===== src/rtl/network_sdiv_30s_16s_16_seq.sv =====
`default_nettype none
// ============================================================================
// Module      : network_sdiv_30s_16s_16_seq
// Description : Sequential 30s/16s signed divider (restoring, 1 bit per cycle)
//               with truncation toward zero, overflow and divide-by-zero flags.
//               Optional macro NETWORK_SDIV_SATURATE_EN clamps dout on
//               overflow / divide-by-zero instead of wrapping.
// Revision    : 1.0 - initial release
// ============================================================================
module network_sdiv_30s_16s_16_seq #(
    parameter logic [31:0] ID = 32'd1
) (
    input  logic        clk,
    input  logic        reset,
    input  logic        ce,
    input  logic        start,
    input  logic [29:0] din0,
    input  logic [15:0] din1,
    output logic        ready,
    output logic        done,
    output logic [15:0] dout,
    output logic [15:0] rem,
    output logic        ovf,
    output logic        dz
);

    typedef enum logic [1:0] {
        S_IDLE = 2'd0,
        S_CALC = 2'd1,
        S_FIX  = 2'd2,
        S_DONE = 2'd3
    } state_t;

    localparam logic [4:0] C_LAST_STEP = 5'd29;

    // ID is an instance tag only; this empty block just anchors the parameter.
    if (ID == 32'd0) begin : g_id_tag
    end

    state_t      r_state;
    logic [4:0]  r_cnt;
    logic [29:0] r_quo;     // dividend bits shift out, quotient bits shift in
    logic [15:0] r_rem;
    logic [15:0] r_dvs;
    logic        r_neg_q;
    logic        r_neg_r;
    logic        r_dz;

    logic [29:0] w_a_mag;
    logic [15:0] w_b_mag;
    logic [16:0] w_shift;
    logic [15:0] w_diff;
    logic        w_ge;
    logic        w_ovf;
    logic [15:0] w_q_wrap;
    logic [15:0] w_q_out;
    logic [15:0] w_r_out;

    always_comb begin
        w_a_mag  = din0[29] ? (~din0 + 30'd1) : din0;
        w_b_mag  = din1[15] ? (~din1 + 16'd1) : din1;
        w_shift  = {r_rem, r_quo[29]};
        w_ge     = (w_shift >= {1'b0, r_dvs});
        // When w_ge holds the true difference is below the divisor, so 16 bits suffice.
        w_diff   = w_shift[15:0] - r_dvs;
        w_q_wrap = r_neg_q ? (~r_quo[15:0] + 16'd1) : r_quo[15:0];
        w_ovf    = r_neg_q ? (r_quo > 30'd32768) : (r_quo > 30'd32767);
        w_r_out  = r_neg_r ? (~r_rem + 16'd1) : r_rem;
`ifdef NETWORK_SDIV_SATURATE_EN
        if (r_dz || w_ovf) begin
            w_q_out = r_neg_q ? 16'h8000 : 16'h7FFF;
        end else begin
            w_q_out = w_q_wrap;
        end
`else
        w_q_out = r_dz ? 16'hFFFF : w_q_wrap;
`endif
    end

    always_ff @(posedge clk or negedge reset) begin
        if (!reset) begin
            r_state <= S_IDLE;
            r_cnt   <= 5'd0;
            r_quo   <= 30'd0;
            r_rem   <= 16'd0;
            r_dvs   <= 16'd0;
            r_neg_q <= 1'b0;
            r_neg_r <= 1'b0;
            r_dz    <= 1'b0;
            ready   <= 1'b1;
            done    <= 1'b0;
            dout    <= 16'd0;
            rem     <= 16'd0;
            ovf     <= 1'b0;
            dz      <= 1'b0;
        end else if (ce) begin
            case (r_state)
                S_IDLE, S_DONE: begin
                    done <= 1'b0;
                    if (start) begin
                        r_quo   <= w_a_mag;
                        r_dvs   <= w_b_mag;
                        r_rem   <= 16'd0;
                        r_cnt   <= 5'd0;
                        r_neg_r <= din0[29];
                        r_dz    <= (din1 == 16'd0);
                        ready   <= 1'b0;
                        // Divide-by-zero carries only the dividend sign and skips the iterations.
                        if (din1 == 16'd0) begin
                            r_neg_q <= din0[29];
                            r_state <= S_FIX;
                        end else begin
                            r_neg_q <= din0[29] ^ din1[15];
                            r_state <= S_CALC;
                        end
                    end else begin
                        r_state <= S_IDLE;
                    end
                end
                S_CALC: begin
                    r_quo <= {r_quo[28:0], w_ge};
                    r_rem <= w_ge ? w_diff : w_shift[15:0];
                    r_cnt <= r_cnt + 5'd1;
                    if (r_cnt == C_LAST_STEP) begin
                        r_state <= S_FIX;
                    end
                end
                S_FIX: begin
                    dout    <= w_q_out;
                    rem     <= w_r_out;
                    ovf     <= r_dz | w_ovf;
                    dz      <= r_dz;
                    done    <= 1'b1;
                    ready   <= 1'b1;
                    r_state <= S_DONE;
                end
                default: begin
                    r_state <= S_IDLE;
                end
            endcase
        end
    end

endmodule
`default_nettype wire


===== config.mk =====
export PLATFORM = sky130hd
export DESIGN_NAME = network_sdiv_30s_16s_16_seq
export DESIGN_NICKNAME = d
export VERILOG_FILES = /design/src/rtl/network_sdiv_30s_16s_16_seq.sv
export SDC_FILE = /design/constraint.sdc
export NUM_CORES = 1
export LEC_CHECK = 0
export BUFFER_PORTS_ARGS = -buffer_cell sky130_fd_sc_hd__buf_2
export CORE_UTILIZATION = 50
export CTS_BUF_LIST = sky130_fd_sc_hd__clkbuf_2
export DETAILED_ROUTE_END_ITERATION = 6
export PLACE_DENSITY = 0.8
export SLEW_MARGIN = 10
export SYNTH_ARGS = -nofsm -noshare
export SYNTH_HDL_FRONTEND = slang
export SYNTH_SLANG_ARGS = --single-unit
export TNS_END_PERCENT = 10

===== constraint.sdc =====
create_clock -name clk -period 6.15 [get_ports clk]
set_clock_uncertainty 0.15 [all_clocks]
set_input_delay 1.23 -clock clk [delete_from_list [all_inputs] [get_ports clk]]
set_output_delay 1.23 -clock clk [all_outputs]
set_load 0.005 [all_outputs]

======== Yosys cells after proc, flatten, opt, wreduce, memory -nomap -nowiden ========
Index checks and enable logic that the tools add are counted.
cells by class
  equal/unequal tests ..................... 6
  reduce and logical (&&, ||, !) cells .... 11
  mux-type cells .......................... 21
  $add $sub $neg .......................... 6
  bitwise operators ....................... 6
  order comparisons ....................... 3
operator list
  kind                   number
  $mux 16                6
  $mux 30                2
  $pmux 30 s2            1
  $add 16x1->16 const B  3
  $not 16->16            3
  $pmux 16 s2            1
  $add 30x1->30 const B  1
  $gt 30x15->1 const B   1
  $gt 30x16->1 const B   1
  $not 30->30            1
  $ge 17x16->1           1
  $logic_not 16->1       1
  $sub 16x16->16         1
  $pmux 5 s2             1
  $reduce_and 3->1       3
  $mux 2                 3
  $pmux 2 s3             1
  $reduce_and 2->1       3
  $add 5x1->5 const B    1
  $eq 5x5->1 const B     1
  $mux 5                 1
  $eq 2x2->1 const B     2
  $ne 2x2->1 const B     2
  $pmux 1 s2             2
  7 further kinds        10
word-level totals
  logic and storage cells ................. 67
  output and inout bits ................... 36
  register bits after elaboration ......... 108

======== Longest topological paths before layout ========
  word-level depth ........................ 5
  mapped depth ............................ 11

======== Worst setup path before layout ========
No wires, ideal clock.
  path type ............................... input port to flip-flop
  start ................................... in din0[10]
  end ..................................... reg r_quo[25]
  cell stages on the path ................. 7
  setup time .............................. 138 ps
  required time ........................... 5862 ps
  setup slack ............................. 2547 ps
  buffers on the path ..................... 0
  data arrival time ....................... 3314 ps
  path through ............................ or4_4 -> or4_4 -> or2_1 -> or3_4 -> o31ai_4 -> xor2_1 -> o211ai_1
between the ends
  cells in the longest elaborated chain, start to end .. 5
RTL lines
  element                 line  RTL
  start: declaration      17    input logic [29:0] din0,
  $not 30->30             60    w_a_mag = din0[29] ? (~din0 + 30'd1) : din0;
  $add 30x1->30           60
  $mux 30                 60
  $mux 30                 100   if (start) begin
  $pmux 30 s2             97    case (r_state)
  end signal: assignment  101   r_quo <= w_a_mag;
  end signal: assignment  121   r_quo <= {r_quo[28:0], w_ge};
  end: declaration        42    logic [29:0] r_quo;
No other way between the ends. The select of a mux whose other input is x is not followed.
A chain may end at the register's enable or synchronous reset.

======== Worst setup path in the final report ========
  start ................................... reg r_state[1]
  end ..................................... reg r_quo[24]
between the ends
  cells in the longest elaborated chain, start to end .. 4
RTL lines
  element                                                           line  RTL
  start: declaration                                                40    state_t r_state;
  start signal: assignment                                          82    r_state <= S_IDLE;
  start signal: assignment                                          111   r_state <= S_FIX;
  start signal: assignment                                          114   r_state <= S_CALC;
  $eq 2x2->1 / $logic_not 2->1 (equally long branches)              97
  $reduce_or 2->1                                                   97
  $ne 2x2->1 (no line) / $reduce_bool 2->1 (equally long branches)  n/a
  $reduce_and 3->1 (no line)                                        n/a
Parallel ways exist; a longest one is shown, timed or not.

==> results.cfg <==
[cts]
ctsLongestPathBuffers = 2
clkSlewWorstSetupHoldPaths_ns = 0.31
post-cts-setup-buffers = 0
cts_hold_buf = 0
root_buffer = clkbuf_2
cts_tree = built
clock_latency_ns = 0.62
htreeDepth = 3
ctsResizeCount = 0
cts_made_buffers = 9
clock_sinks = 108

[global_route]
grt_max_degree = 65
overflow = 0
grt_pass1_vias = 5367
grt_pass1_wl_um = 25900
antenna_found_initial = 0
track_usage = 0.226

[timing]
worst_slack_ns = 2.76
final.setup.tns_ns = 0
slew_headroom = 0.431
worst_slew_pin_slew_ns = 0.854
hold_viol_final = 0
period_needed_ns = 3.39
fmax_ghz = 0.295
final_max_slew_viol_count = 0
finalSetupViolCount = 0
rsz0062_at_grt = false
finalCritPeriodShare = 0.551

[run_status]
status = finished, final reports clean

[pwr]
power_density_nw_per_um2 = 487
ir_drop_mv = 0.190
p_leak_nw = 3.40

[floorplan]
die-area_um2 = 13900
die_y_um = 118
die_x_um = 118
core_um2 = 13200
rows = 42
io_pins = 86
floorplan.initialDensity = 0.510

[setup_path]
crit_family = simple AND/OR/NAND/NOR gates
slowest_stage = and2_1
timing.critical_path.cells = inv_1 > ha_1 > buf_4 > inv_2 > o21ai_0 > and2_1 > nand2_1 > o211ai_1
cp.required_ns = 6.56
cp.arrival_ns = 3.80
worst-r2r-setup-slack_ns = 2.76
cp_max_fo = 42
slowest_delay_ns = 0.72
startpoint_type = register
cp-end-kind = register
critical_path_class = register to register
path_buf_inv = 3

[synthesis]
synthMostInstantiatedCell = nand2_1
avgSynthCellArea_um2 = 8.71
netlist_top_cells_count = nand2_1, dfrtp_1, o21ai_0
synthFlopType = dfrtp_1
yosys_warnings = 0
yosysSeqAreaShare = 0.402
synth_top_area_cell = dfrtp_1
synthesis.nets = 848
synth_area_leaders = dfrtp_1, xor2_1, o21ai_0
syn-cell-area_um2 = 6730
synthArstFlopShare = 1.00
syn_inst = 773
synth_edf_count = 0
ys_ff_latch = 108
ys_types = 55
synth_top_area_share = 0.398

[final_layout]
nFillCells = 1227
ff_latch_area_um2 = 2700
multi_input_comb_area_um2 = 3750
nNetsFinal = 913
antenna_cells = 0
final_layout_size_suffix_gt1_frac = 0.146
syn_to_final_growth_pct = 10.2

[place]
post-place-ws_ns = 2.29
dpl.hpwl_um = 11100
gp_congestion = 0.830
portBuffers = 85

[drt]
drtPass1Iterations = 5
wl_met2_um = 6880
drc_errors = 0
routedWlPerCell_um = 14.5
top_layer = met4
dr_wl_met3_um = 575
ant_nets = 0
via_per_inst = 5.66
wirelength_um = 14800
via_count = 5763
dr.first_iter.drc_count = 485
wl_met1_um = 7180

[worst_hold_path]
hold_path.class = register to register

[flow_run]
maxCapViolations = 0
[cell type report]
| type | count | area share |
|---|---|---|
| Clock buffer | 9 | 0.00607 |
| Clock inverter | 7 | 0.0115 |
| Multi-Input combinational cell | 590 | 0.505 |
| Timing Repair Buffer | 91 | 0.0638 |
| Sequential cell | 108 | 0.364 |
| Tap cell | 176 | 0.0297 |
| Inverter | 38 | 0.0192 |
[cell families after synthesis]
| kind of cell | synth area share |
|---|---|
| AND/OR/NAND/NOR | 0.184 |
| AO/OA/AOI/OAI | 0.200 |
| flip-flops | 0.402 |
| XOR/XNOR | 0.105 |
| buffers and inverters | 0.0418 |
| adder cells (fa/ha/maj) | 0.0476 |
| multiplexers | 0.0199 |
[placed cells by master, fill, tap and decap left out, drive strengths merged, types with 4 or more instances in the layout]
cell and count:
clkinv 4, ha 24, nor3 4, or4 11, clkbuf 9, buf 91, dfrtp 107, o21ai 88
nand2b 9, nor2b 5, xnor2 19, o311ai 5, o31ai 22, mux2i 10, a21oi 36, or2 5
o41ai 13, nand2 113, nand4 4, nor2 44, nor4 10, inv 40, nand3 30, a21o 4
or3 12, a32oi 8, o211ai 15, xor2 62
[where the power goes]
| group | switching, W | internal, W |
|---|---|---|
| sequential | 0.000310 | 0.00100 |
| clock | 0.000253 | 0.000101 |
| combinational | 0.00112 | 0.000828 |
[registers in the layout, indices dropped and copies added, names as in the netlist]
| name | cells |
|---|---|
| r_dvs | 16 |
| r_neg_q | 1 |
| ready | 1 |
| r_rem | 16 |
| r_state | 2 |
| dz | 1 |
| done | 1 |
| rem | 16 |
| ovf | 1 |
| dout | 16 |
| r_cnt | 5 |
| r_quo | 30 |
| r_neg_r | 1 |
| r_dz | 1 |
[through the flow]
stage          total power [W]  cell area, µm²   util  std cells  hold WS (ns)
4_1_cts                0.00363            7420  0.562       1019         0.359
6_report               0.00361            7420  0.562       1019         0.356
2_1_floorplan          0.00276            6730      -        773         0.293
3_5_place_dp           0.00327            7290  0.552       1003         0.308
3_3_place_gp           0.00321            7290  0.552       1003         0.300
5_1_grt                0.00398            7420  0.562       1019         0.389
[worst min-delay path: stages (launching register included)]
cell,delay [ns]
dfstp_2,0.45
inv_1,0.05
a21oi_1,0.05
[worst paths after layout]
| path | cells past startpoint | from | end |
|---|---|---|---|
| min in group asynchronous | 1 | reset | dout[5]$_DFFE_PN0P_ |
| max in group asynchronous | 2 | reset | r_dvs[13]$_DFFE_PN0P_ |
| worst min register to register | 2 | ready$_DFFE_PN1P_ | ready$_DFFE_PN1P_ |
| worst max-delay path | 8 | r_state[1]$_DFFE_PN0P_ | r_quo[24]$_DFFE_PN0P_ |
| worst max register to register | 8 | r_state[1]$_DFFE_PN0P_ | r_quo[24]$_DFFE_PN0P_ |
| worst min-delay path | 2 | ready$_DFFE_PN1P_ | ready$_DFFE_PN1P_ |
[layer usage]
layer,up-vias,global-route usage
met5,-,0
met4,0,0.0721
met3,18,0.0320
met2,133,0.354
met1,2726,0.323
li1,2886,-
Note: power is estimated with default switching activity, not from simulation.
